$ cat src/rtl/md_pkg.sv
// Shared definitions for the iterative multiply/divide unit.
package md_pkg;

    localparam logic [1:0] MD_MULT  = 2'b00;
    localparam logic [1:0] MD_MULTU = 2'b01;
    localparam logic [1:0] MD_DIV   = 2'b10;
    localparam logic [1:0] MD_DIVU  = 2'b11;

    localparam int MD_ITER = 32;

    typedef enum logic [1:0] {
        S_IDLE = 2'b00,
        S_MUL  = 2'b01,
        S_DIV  = 2'b10,
        S_FIX  = 2'b11
    } md_state_t;

    // Magnitude of a 32-bit value; neg selects two's-complement negation.
    function automatic logic [31:0] md_abs(input logic [31:0] v, input logic neg);
        return neg ? (~v + 32'd1) : v;
    endfunction

endpackage

$ cat src/rtl/mult_div_unit.sv
// Iterative 32-bit mult/multu/div/divu with architectural HI/LO registers.
// One 64-bit acc register is shared: shift-add product for MUL, and
// {partial remainder, dividend/quotient} for restoring DIV.
module mult_div_unit
    import md_pkg::*;
#(
    parameter int WIDTH = 32
) (
    input  logic             clk,
    input  logic             reset,
    input  logic             start,
    input  logic [1:0]       op,
    input  logic [WIDTH-1:0] In1,
    input  logic [WIDTH-1:0] In2,
    input  logic             hi_we,
    input  logic             lo_we,
    input  logic [WIDTH-1:0] wdata,
    output logic             busy,
    output logic             done,
    output logic [WIDTH-1:0] Hi,
    output logic [WIDTH-1:0] Lo
);

    md_state_t   state, state_nxt;
    logic [4:0]  cnt;
    logic [63:0] acc;
    logic [31:0] opr;
    logic        q_neg, r_neg, dz, is_div;

    // Operand sign decode at the start edge; unsigned ops never negate.
    logic        op_sgn, a_neg, b_neg;
    logic [31:0] a_mag, b_mag;
    assign op_sgn = ~op[0];
    assign a_neg  = op_sgn & In1[31];
    assign b_neg  = op_sgn & In2[31];
    assign a_mag  = md_abs(In1, a_neg);
    assign b_mag  = md_abs(In2, b_neg);

    logic last;
    assign last = (cnt == 5'(MD_ITER - 1));

    // Shift-add step: add multiplicand when the current multiplier bit is set.
    logic [32:0] mul_sum;
    logic [63:0] mul_nxt;
    assign mul_sum = {1'b0, acc[63:32]} + (acc[0] ? {1'b0, opr} : 33'd0);
    assign mul_nxt = {mul_sum, acc[31:1]};

    // Restoring step: the 33-bit partial remainder is acc[63:31].
    logic        div_ok;
    logic [31:0] div_sub;
    logic [63:0] div_nxt;
    assign div_ok  = acc[63] | (acc[62:31] >= opr);
    assign div_sub = acc[62:31] - opr;
    assign div_nxt = div_ok ? {div_sub, acc[30:0], 1'b1} : {acc[62:0], 1'b0};

    // Sign fix-up. With a zero divisor every trial subtract succeeds, so the
    // remainder half ends up holding |In1| and sign-fixing restores In1; only
    // the quotient needs forcing.
    logic [63:0] prod_fix;
    logic [31:0] rem_fix, quo_fix;
    assign prod_fix = q_neg ? (~acc + 64'd1) : acc;
    assign rem_fix  = md_abs(acc[63:32], r_neg);
    assign quo_fix  = dz ? 32'hFFFF_FFFF : md_abs(acc[31:0], q_neg);

    assign busy = (state != S_IDLE);

    // State register.
    always_ff @(posedge clk or negedge reset) begin
        if (!reset) state <= S_IDLE;
        else        state <= state_nxt;
    end

    // Next-state: launch from IDLE, 32 iterations, one fix-up cycle.
    always_comb begin
        state_nxt = state;
        case (state)
            S_IDLE: if (start) state_nxt = op[1] ? S_DIV : S_MUL;
            S_MUL:  if (last)  state_nxt = S_FIX;
            S_DIV:  if (last)  state_nxt = S_FIX;
            S_FIX:  state_nxt = S_IDLE;
            default: state_nxt = S_IDLE;
        endcase
    end

    // Datapath, HI/LO and done pulse.
    always_ff @(posedge clk or negedge reset) begin
        if (!reset) begin
            cnt    <= '0;
            acc    <= '0;
            opr    <= '0;
            q_neg  <= 1'b0;
            r_neg  <= 1'b0;
            dz     <= 1'b0;
            is_div <= 1'b0;
            done   <= 1'b0;
            Hi     <= '0;
            Lo     <= '0;
        end else begin
            done <= 1'b0;
            case (state)
                S_IDLE: begin
                    if (hi_we) Hi <= wdata;
                    if (lo_we) Lo <= wdata;
                    if (start) begin
                        acc    <= {32'd0, op[1] ? a_mag : b_mag};
                        opr    <= op[1] ? b_mag : a_mag;
                        q_neg  <= a_neg ^ b_neg;
                        r_neg  <= a_neg;
                        dz     <= (In2 == '0);
                        is_div <= op[1];
                        cnt    <= '0;
                    end
                end
                S_MUL: begin
                    acc <= mul_nxt;
                    cnt <= cnt + 5'd1;
                end
                S_DIV: begin
                    acc <= div_nxt;
                    cnt <= cnt + 5'd1;
                end
                S_FIX: begin
                    if (is_div) begin
                        Hi <= rem_fix;
                        Lo <= quo_fix;
                    end else begin
                        Hi <= prod_fix[63:32];
                        Lo <= prod_fix[31:0];
                    end
                    done <= 1'b1;
                end
                default: ;
            endcase
        end
    end

endmodule

$ cat config.mk
export PLATFORM = sky130hd
export DESIGN_NAME = mult_div_unit
export DESIGN_NICKNAME = d
export VERILOG_FILES = /design/src/rtl/md_pkg.sv /design/src/rtl/mult_div_unit.sv
export SDC_FILE = /design/constraint.sdc
export NUM_CORES = 1
export LEC_CHECK = 0
export ABC_AREA = 1
export CORE_ASPECT_RATIO = 1.1
export CORE_MARGIN = 5
export CORE_UTILIZATION = 40
export CTS_CLUSTER_DIAMETER = 40
export DETAILED_ROUTE_END_ITERATION = 8
export HOLD_SLACK_MARGIN = 0.02
export SLEW_MARGIN = 10
export SYNTH_ARGS = -nofsm -noshare
export SYNTH_HDL_FRONTEND = slang
export SYNTH_SLANG_ARGS = --single-unit
export TNS_END_PERCENT = 10
$ cat constraint.sdc
create_clock -name clk -period 7.4 [get_ports clk]
set_clock_uncertainty 0.15 [all_clocks]
set_input_delay 1.48 -clock clk [delete_from_list [all_inputs] [get_ports clk]]
set_output_delay 1.48 -clock clk [all_outputs]
set_load 0.05 [all_outputs]
==> results of run 1 <==
-- metrics by stage --
step | area [sq um] | setup WS [ps] | cells
2_1_floorplan | 18500 | 4450 | 3238
3_3_place_gp | 20700 | 3150 | 3911
3_5_place_dp | 20700 | 3120 | 3911
4_1_cts | 21300 | 3230 | 3943
5_1_grt | 21300 | 3170 | 3943
6_report | 21300 | 3210 | 3944
-- final timing paths --
check | start | endpoint | slack, ps | depth (start not counted)
max in group asynchronous | reset | Lo[22]$_DFFE_PN0P_ | 4900 | 2
min | Lo[17]$_DFFE_PN0P_ | Lo[17]$_DFFE_PN0P_ | 340 | 2
min reg2reg | Lo[17]$_DFFE_PN0P_ | Lo[17]$_DFFE_PN0P_ | 340 | 2
max | state[0]$_DFFE_PN0P_ | busy | 3210 | 4
max reg2reg | acc[31]$_DFFE_PN0P_ | acc[39]$_DFFE_PN0P_ | 3880 | 15
min in group asynchronous | reset | acc[47]$_DFFE_PN0P_ | 920 | 1
-- worst min-delay path, cell delays in order, from the launching register on --
cell and delay, ps:
dfrtp_1 350, nand2_1 50, o21ai_0 60
-- report_power, final --
group,total (uW),switching [uW],internal (uW)
Combinational,7150,5040,2110
Clock,913,462,451
Sequential,1890,511,1380
Total,9960,6010,3940
-- layout make-up --
class,count,area share
Inverter,460,0.0812
Multi-Input combinational cell,2500,0.567
Sequential cell,172,0.203
Clock buffer,18,0.0207
Antenna cell,1,0.000118
Tap cell,588,0.0346
Timing Repair Buffer,191,0.0873
Clock inverter,14,0.00606
-- placed cells by master (no fill, tap or decap), drive strengths merged, types with 8 or more instances in the layout --
master / netlist / final
nand2: 1081 / 1081
o21ai: 167 / 167
buf: 43 / 24
a21oi: 197 / 197
nand3: 330 / 330
clkdlybuf4s50: 0 / 167
o211ai: 32 / 32
o221ai: 12 / 12
dfrtp: 172 / 172
clkinv: 4 / 8
nor2: 386 / 386
nand4: 43 / 43
xor2: 31 / 31
xnor2: 19 / 19
o22ai: 26 / 26
or2: 8 / 8
a31oi: 18 / 18
nand3b: 14 / 14
inv: 456 / 462
ha: 74 / 74
nor3: 29 / 29
clkbuf: 63 / 18
-- sequential cells by signal, indices dropped and copies added, names as in the netlist, 2 cells and up --
register,flops
acc,64
Lo,32
Hi,32
opr,32
cnt,5
state,2
-- logic make-up after synthesis --
logic type | count (synthesis) | share of synthesized area
adders and majority gates | 76 | 0.0521
buffers and inverters | 566 | 0.118
and+or+nand+nor | 1899 | 0.430
xor gates and xnor gates | 50 | 0.0236
DFF | 172 | 0.232
AOI/OAI and AO/OA | 475 | 0.144
-- routing by layer --
layer  track usage  vias to the layer above  share of wire
met5             0                        -              0
met4         0.107                        0          0.034
met3        0.0403                      122          0.059
met2         0.536                      863           0.47
met1         0.427                    10200           0.43
li1              -                    10600              -
==> results.sh, run 1 <==
export IMPL_clk_latency_ps=480
export IMPL_synth_common_cells="1061 x nand2_1, 445 x inv_1, 366 x nor2_1"
export IMPL_run_status="completed"
export IMPL_yosys_warnings=0
export IMPL_cp_slowest_cell="clkdlybuf4s50_1"
export IMPL_portBuffers=168
export IMPL_yosysMostFrequentCell="nand2_1"
export IMPL_syn_area_per_cell_sq_um=5.73
export IMPL_wl_um=84500
export IMPL_fin_util=0.464
export IMPL_numCtsBuffers=17
export IMPL_hpwlAfterDp_um=69700
export IMPL_slowest_delay_ps=890
export IMPL_tns_ps=0
export IMPL_grt_max_degree=94
export IMPL_crit_top_cell="inv_1"
export IMPL_max_clock_freq_ghz=0.239
export IMPL_period_needed_ps=4190
export IMPL_root_buffer="clkbuf_16"
export IMPL_synthToLayoutAreaGrowth_pct=14.6
export IMPL_antenna_found_initial=0
export IMPL_place_gp_congestion=0.986
export IMPL_cts_sinks=172
export IMPL_ys_seq_elements=172
export IMPL_ioPinCount=169
export IMPL_nets=3521
export IMPL_peakVddDrop_v=0.000279
export IMPL_drive_gt1_frac=0.0387
export IMPL_avgRoutedWirePerCell_um=21.4
export IMPL_setup_viol=0
export IMPL_coreArea_sq_um=45800
export IMPL_synth_seq_area_share=0.232
export IMPL_drc=0
export IMPL_hold_viol=0
export IMPL_gr_total_overflow=0
export IMPL_grt_pass1_vias=20600
export IMPL_syn_cell_area_sq_um=18500
export IMPL_ctsResizeCount=0
export IMPL_cts_hold_buf=0
export IMPL_die_area_sq_um=50800
export IMPL_postSynthCellCount=3238
export IMPL_drt_iter0_markers=2321
export IMPL_synth_distinct_cells=53
export IMPL_die_y_um=236
export IMPL_critPathCaptureType="output port"
export IMPL_rsz0062_at_grt="no"
export IMPL_crit_family="buffers and inverters"
export IMPL_ys_flop_type="dfrtp_1"
export IMPL_vias_per_cell=5.53
export IMPL_ant_nets=0
export IMPL_worst_pin_slew_ps=1110
export IMPL_postCtsSetupBuffers=0
export IMPL_leakage_uw=0.0109
export IMPL_critPathMaxFanout=6
export IMPL_cp_num_buf_inv=3
export IMPL_synth_top_area_share=0.232
export IMPL_arrival_ps=2560
export IMPL_grt_pass1_wl_um=126000
export IMPL_slew_violations=0
export IMPL_htreeDepth=4
export IMPL_async_reset_ff_frac=1.00
export IMPL_clk_pin_slew_ps=80
export IMPL_cp_required_ps=5770
export IMPL_cts_tree="yes"
export IMPL_grt_usage=0.319
export IMPL_whs_ps=343
export IMPL_finalCritPeriodShare=0.566
export IMPL_cp_start_kind="flip-flop"
export IMPL_clockBufferDepth=2
export IMPL_power_uw=9960
export IMPL_syn_num_nets=3417
export IMPL_power_density_nw_per_um2=468
export IMPL_slew_headroom=0.261
export IMPL_die_x_um=215
export IMPL_synth_top_cell_by_area="dfrtp_1"
export IMPL_vias=21800
export IMPL_critical_path_class="flip-flop to output port"
export IMPL_multi_input_area_sq_um=12100
export IMPL_num_rows=82
export IMPL_synth_edff_count=0
export IMPL_firstDrtPassIters=8
export IMPL_n_fill_cell=5066
export IMPL_cap_violations=0
export IMPL_regArea_sq_um=4300
export IMPL_path_cells="inv_1 -> ha_1 -> inv_1 -> clkdlybuf4s50_1"
export IMPL_hp_class="flip-flop to flip-flop"
export IMPL_synthTopCellsByArea="dfrtp_1 23%, nand2_1 21%, inv_1 9.0%"
export IMPL_start_util=0.405
(Power assumes the default switching activity.)
==> run 2, diff against run 1 <==
==> constraint.sdc (replaced) <==
create_clock -name clk -period 3.41 [get_ports clk]
set_clock_uncertainty 0.15 [all_clocks]
set_input_delay 0.682 -clock clk [delete_from_list [all_inputs] [get_ports clk]]
set_output_delay 0.682 -clock clk [all_outputs]
set_load 0.05 [all_outputs]
==> run 2 against run 1 <==
  * Clock power is 120% higher
  * Total power is 120% higher
  * Via count is 2.4% higher
  * First-iteration DRC count is 3.3% higher
  * Core utilization is 0.96 points higher
  * Worst hold slack worse by 5.7 ps
  * Critical path type unchanged
  * Largest power group unchanged
==> results.sh, run 2 (synthesis results as in run 1) <==
export IMPL_postCtsSetupBuffers=0
export IMPL_peakVddDrop_v=0.000573
export IMPL_hpwlAfterDp_um=72900
export IMPL_top_register="acc"
export IMPL_critPathCaptureType="output port"
export IMPL_drive_gt1_frac=0.0540
export IMPL_cp_slowest_cell="clkdlybuf4s50_1"
export IMPL_drt_iter0_markers=2398
export IMPL_fin_util=0.474
export IMPL_avgRoutedWirePerCell_um=22.0
export IMPL_period_needed_ps=3060
export IMPL_rr_endpoint="acc[62]$_DFFE_PN0P_"
export IMPL_path_depth=4
export IMPL_cts_tree="yes"
export IMPL_root_buffer="clkbuf_16"
export IMPL_vias=22300
export IMPL_coreArea_sq_um=45800
export IMPL_grt_max_degree=63
export IMPL_rsz0062_at_grt="no"
export IMPL_crit_family="buffers and inverters"
export IMPL_htreeDepth=4
export IMPL_die_x_um=215
export IMPL_drc=0
export IMPL_max_clock_freq_ghz=0.327
export IMPL_antenna_found_initial=3
export IMPL_power_uw=22200
export IMPL_grt_pass1_wl_um=130000
export IMPL_whs_ps=337
export IMPL_num_rows=82
export IMPL_die_y_um=236
export IMPL_holdCritStartpoint="Lo[26]$_DFFE_PN0P_"
export IMPL_hp_class="flip-flop to flip-flop"
export IMPL_cp_startpoint="state[0]$_DFFE_PN0P_"
export IMPL_final_cell_mix="1061 x nand2_1, 445 x inv_1, 364 x nor2_1, 327 x nand3_1, 194 x a21oi_1"
export IMPL_grt_pass1_vias=21000
export IMPL_cp_num_buf_inv=3
export IMPL_final_common_cell="nand2_1"
export IMPL_rr_worst_depth=18
export IMPL_arrival_ps=2230
export IMPL_largest_reg_flops=64
export IMPL_grt_use_met3=0.0587
export IMPL_firstDrtPassIters=6
export IMPL_tns_ps=0
export IMPL_place_gp_congestion=1.07
export IMPL_endpoint="busy"
export IMPL_slew_violations=0
export IMPL_nets=3577
export IMPL_finalCritPeriodShare=0.897
export IMPL_cts_sinks=172
export IMPL_clockBufferDepth=2
export IMPL_wl_um=87900
export IMPL_ff2ff_setup_slack_ps=470
export IMPL_rr_startpoint="acc[0]$_DFFE_PN0P_"
export IMPL_portBuffers=168
export IMPL_ioPinCount=169
export IMPL_numCtsBuffers=17
export IMPL_power_density_nw_per_um2=1020
export IMPL_grt_busiest_layer="met2"
export IMPL_run_status="completed"
export IMPL_grtUsageMet1=0.439
export IMPL_die_area_sq_um=50800
export IMPL_setup_viol=0
export IMPL_start_util=0.405
export IMPL_vias_per_cell=5.58
export IMPL_ant_nets=0
export IMPL_grt_usage=0.333
export IMPL_clk_latency_ps=470
export IMPL_cp_required_ps=2580
export IMPL_ctsResizeCount=0
export IMPL_worst_pin_slew_ps=996
export IMPL_slew_headroom=0.335
export IMPL_cap_violations=0
export IMPL_critical_path_class="flip-flop to output port"
export IMPL_leakage_uw=0.0112
export IMPL_grtUsageMet2=0.531
export IMPL_synthToLayoutAreaGrowth_pct=17.0
export IMPL_path_cells="inv_1 -> ha_1 -> inv_1 -> clkdlybuf4s50_1"
export IMPL_clk_pin_slew_ps=70
export IMPL_cp_start_kind="flip-flop"
export IMPL_critPathMaxFanout=6
export IMPL_gr_total_overflow=0
export IMPL_crit_top_cell="inv_1"
export IMPL_hold_viol=0
export IMPL_slowest_delay_ps=800
[run 2: cell count changes in the layout (fill, tap and decap cells not counted)]
cell | previous run | this run
inv_6 | 3 | 4
buf_4 | 23 | 77
inv_8 | 3 | 1
clkinvlp_4 | 4 | 1
dlygate4sd3_1 | 0 | 1
buf_12 | 0 | 1
clkinv_2 | 1 | 3
bufinv_16 | 0 | 1
[run 2: layer usage]
layer | share of wire | wire length [um] | vias to the layer above
met5 | 0.00031 | 27 | -
met4 | 0.053 | 4700 | 4
met3 | 0.084 | 7430 | 205
met2 | 0.45 | 39300 | 1082
met1 | 0.41 | 36400 | 10300
li1 | - | - | 10700
[run 2: layout make-up]
type,instances,area (sq um)
Antenna cell,1,2.50
Clock buffer,18,439
Clock inverter,13,133
Fill cell,5022,24100
Inverter,460,1730
Multi-Input combinational cell,2500,12100
Sequential cell,172,4300
Tap cell,588,736
Timing Repair Buffer,247,2290
[run 2: how the worst min path moves through the flow]
stage	cells after the start	to	slack, ps
floorplan	0	Hi[0]$_DFFE_PN0P_	240
global placement	2	Lo[29]$_DFFE_PN0P_	320
detailed placement	2	Lo[11]$_DFFE_PN0P_	320
CTS	2	Lo[11]$_DFFE_PN0P_	340
global route	2	Lo[3]$_DFFE_PN0P_	370
finish	2	Lo[26]$_DFFE_PN0P_	340
[run 2: worst min-delay path: stages (launching register included)]
cell     delay (ps)
dfrtp_1         350
nand2_1          50
o21ai_0          60
[run 2: power breakdown]
group          internal [uW]  total, uW  switching (uW)
Sequential              3000       3990             983
Combinational           4830      16200           11400
Clock                   1040       2010             974
Total                   8870      22200           13300
[run 2: per-stage QoR]
step           setup slack [ps]  cells  area (sq um)
2_1_floorplan               854   3238         18500
3_5_place_dp                202   3966         21100
3_3_place_gp                249   3966         21100
4_1_cts                     312   3998         21700
5_1_grt                     235   3998         21700
6_report                    350   3999         21700
[run 2: timing repair]
action | CTS | global route
endpoints found under the setup margin | 0 | 0
hold endpoints to repair | 5 | 0
hold buffers | 1 | 0
==> run 3, diff against run 2 <==
--- a/config.mk
+++ b/config.mk
@@ -8,10 +8,10 @@
 export ABC_AREA = 1
 export CORE_ASPECT_RATIO = 1.1
 export CORE_MARGIN = 5
-export CORE_UTILIZATION = 40
+export CORE_UTILIZATION = 54
 export CTS_CLUSTER_DIAMETER = 40
 export DETAILED_ROUTE_END_ITERATION = 8
-export HOLD_SLACK_MARGIN = 0.02
+export PLACE_DENSITY = 0.79
 export SLEW_MARGIN = 10
 export SYNTH_ARGS = -nofsm -noshare
 export SYNTH_HDL_FRONTEND = slang
==> run 3 against run 2 <==
  * The flow now finishes with violations (DRC)
  * Critical endpoint is now acc[57]$_DFFE_PN0P_
  * Clock power rose by 4%
  * Highest routed layer is now met4
  * Wire length fell by 9.5%
  * Via count rose by 2.1%
  * Count of clock-buffer cells in the layout rose by 1
  * Largest power group unchanged
==> results.sh, run 3 (synthesis results as in run 1) <==
export IMPL_crit_family="simple AND/OR/NAND/NOR gates"
export IMPL_wl_um=79600
export IMPL_drt_iter0_markers=3310
export IMPL_synthToLayoutAreaGrowth_pct=15.2
export IMPL_grt_pass1_wl_um=120000
export IMPL_violations="DRC"
export IMPL_peakVddDrop_v=0.000767
export IMPL_die_x_um=187
export IMPL_htreeDepth=4
export IMPL_highest_layer="met4"
export IMPL_num_rows=71
export IMPL_drt_met1_wl_um=30300
export IMPL_nets=3552
export IMPL_setup_viol=0
export IMPL_n_fill_cell=3314
export IMPL_rr_worst_depth=17
export IMPL_fin_util=0.628
export IMPL_clk_latency_ps=470
export IMPL_cp_num_buf_inv=2
export IMPL_run_status="finished, violations left"
export IMPL_grt_pass1_vias=21000
export IMPL_regArea_sq_um=4300
export IMPL_multi_input_area_sq_um=12100
export IMPL_gr_total_overflow=0
export IMPL_start_util=0.545
export IMPL_period_needed_ps=3190
export IMPL_ff2ff_setup_slack_ps=220
export IMPL_numCtsBuffers=17
export IMPL_arrival_ps=3450
export IMPL_layout_setup_ws_ps=223
export IMPL_slew_violations=0
export IMPL_critical_path_class="flip-flop to flip-flop"
export IMPL_largest_reg_flops=64
export IMPL_portBuffers=168
export IMPL_crit_top_cell="nand2_1"
export IMPL_power_density_nw_per_um2=1020
export IMPL_worst_pin_slew_ps=1010
export IMPL_die_area_sq_um=38100
export IMPL_cts_sinks=172
export IMPL_ioPinCount=169
export IMPL_grt_usage=0.400
export IMPL_critPathMaxFanout=33
export IMPL_postCtsSetupBuffers=0
export IMPL_grt_max_degree=78
export IMPL_wl_met3_um=9400
export IMPL_rr_endpoint="acc[57]$_DFFE_PN0P_"
export IMPL_cap_violations=0
export IMPL_critPathCaptureType="flip-flop"
export IMPL_place_gp_congestion=1.09
export IMPL_diodes=0
export IMPL_wl_met2_um=34100
export IMPL_clk_pin_slew_ps=80
export IMPL_hpwlAfterDp_um=64500
export IMPL_die_y_um=204
export IMPL_cp_slowest_cell="dfrtp_1"
export IMPL_pre_cts_ws_ps=346
export IMPL_hp_class="input pin to asynchronous set/reset pin"
export IMPL_cts_hold_buf=0
export IMPL_hold_viol=0
export IMPL_rsz0062_at_grt="no"
export IMPL_cts_tree="yes"
export IMPL_ant_nets=0
export IMPL_vias=22800
export IMPL_root_buffer="clkbuf_16"
export IMPL_drive_gt1_frac=0.0473
export IMPL_max_clock_freq_ghz=0.314
export IMPL_final_cell_mix="1061 x nand2_1, 445 x inv_1, 364 x nor2_1, 327 x nand3_1, 194 x a21oi_1"
export IMPL_ctsResizeCount=0
export IMPL_cp_required_ps=3670
export IMPL_vias_per_cell=5.96
export IMPL_firstDrtPassIters=9
export IMPL_cp_start_kind="flip-flop"
export IMPL_slowest_delay_ps=640
export IMPL_tns_ps=0
export IMPL_path_cells="inv_1 -> ha_1 -> fa_1 -> nor2_1 -> o21ai_2 -> nand2_4 -> nand2_2 -> nand3_2 -> nand2_4 -> nand2_8 -> nand2_2 -> buf_4 -> nand2_1 -> nand2_1 -> nand2_1 -> nand2_1 -> nand2_1"
export IMPL_antenna_found_initial=0
export IMPL_final_common_cell="nand2_1"
export IMPL_slew_headroom=0.325
export IMPL_coreArea_sq_um=34000
export IMPL_avgRoutedWirePerCell_um=20.8
export IMPL_rr_startpoint="acc[31]$_DFFE_PN0P_"
export IMPL_clockBufferDepth=2
export IMPL_leakage_uw=0.0111
export IMPL_finalCritPeriodShare=0.935
export IMPL_drc=5
export IMPL_top_register="acc"
## run 3: report_power, final
part | leakage, uW | total, uW | switching, uW | internal, uW
sequential | 0.00209 | 4010 | 1000 | 3000
clock | 0.000290 | 2100 | 1040 | 1060
combinational | 0.00868 | 15800 | 11000 | 4740
total | 0.0111 | 21900 | 13100 | 8800
## run 3: area by class of cell
class,instances,area share
multi-input combinational,2500,0.565
clock inverter,13,0.00715
timing repair buffer,222,0.0995
clock buffer,19,0.0207
sequential,172,0.201
tap,438,0.0257
inverter,460,0.0808
## run 3: per-stage QoR
stage                     hold slack (ps)  std cells  instance area, sq um  power [uW]
final                                8.79       3824                 21400       21900
after global routing                 65.2       3824                 21400       23200
after CTS                            34.5       3824                 21400       21400
after detailed placement              329       3792                 20800       19300
after global placement                316       3792                 20800       19000
after floorplan                       236       3238                 18500       14300
## run 3: layer usage
metal,vias up,track usage
met2,1628,0.623
met1,10200,0.513
li1,10700,-
met4,0,0.235
met3,353,0.0885
met5,-,0
## run 3: worst register-to-register path, stage by stage, from the launching register on
cell and delay [ps]:
dfrtp_1 640, inv_1 130, ha_1 260, fa_1 420, nor2_1 190, o21ai_2 90, nand2_4 110, nand2_2 70
nand3_2 80, nand2_4 90, nand2_8 220, nand2_2 160, buf_4 210, nand2_1 60, nand2_1 60, nand2_1 80
nand2_1 50, nand2_1 70
## run 3: worst max path at each step
stage,from,end,slack (ps),depth (start not counted)
final,acc[31]$_DFFE_PN0P_,acc[57]$_DFFE_PN0P_,220,17
after global routing,acc[31]$_DFFE_PN0P_,acc[57]$_DFFE_PN0P_,130,17
after CTS,state[0]$_DFFE_PN0P_,busy,250,4
after detailed placement,acc[31]$_DFFE_PN0P_,acc[57]$_DFFE_PN0P_,350,17
after global placement,acc[31]$_DFFE_PN0P_,acc[57]$_DFFE_PN0P_,340,17
after floorplan,acc[0]$_DFFE_PN0P_,acc[47]$_DFFE_PN0P_,850,19
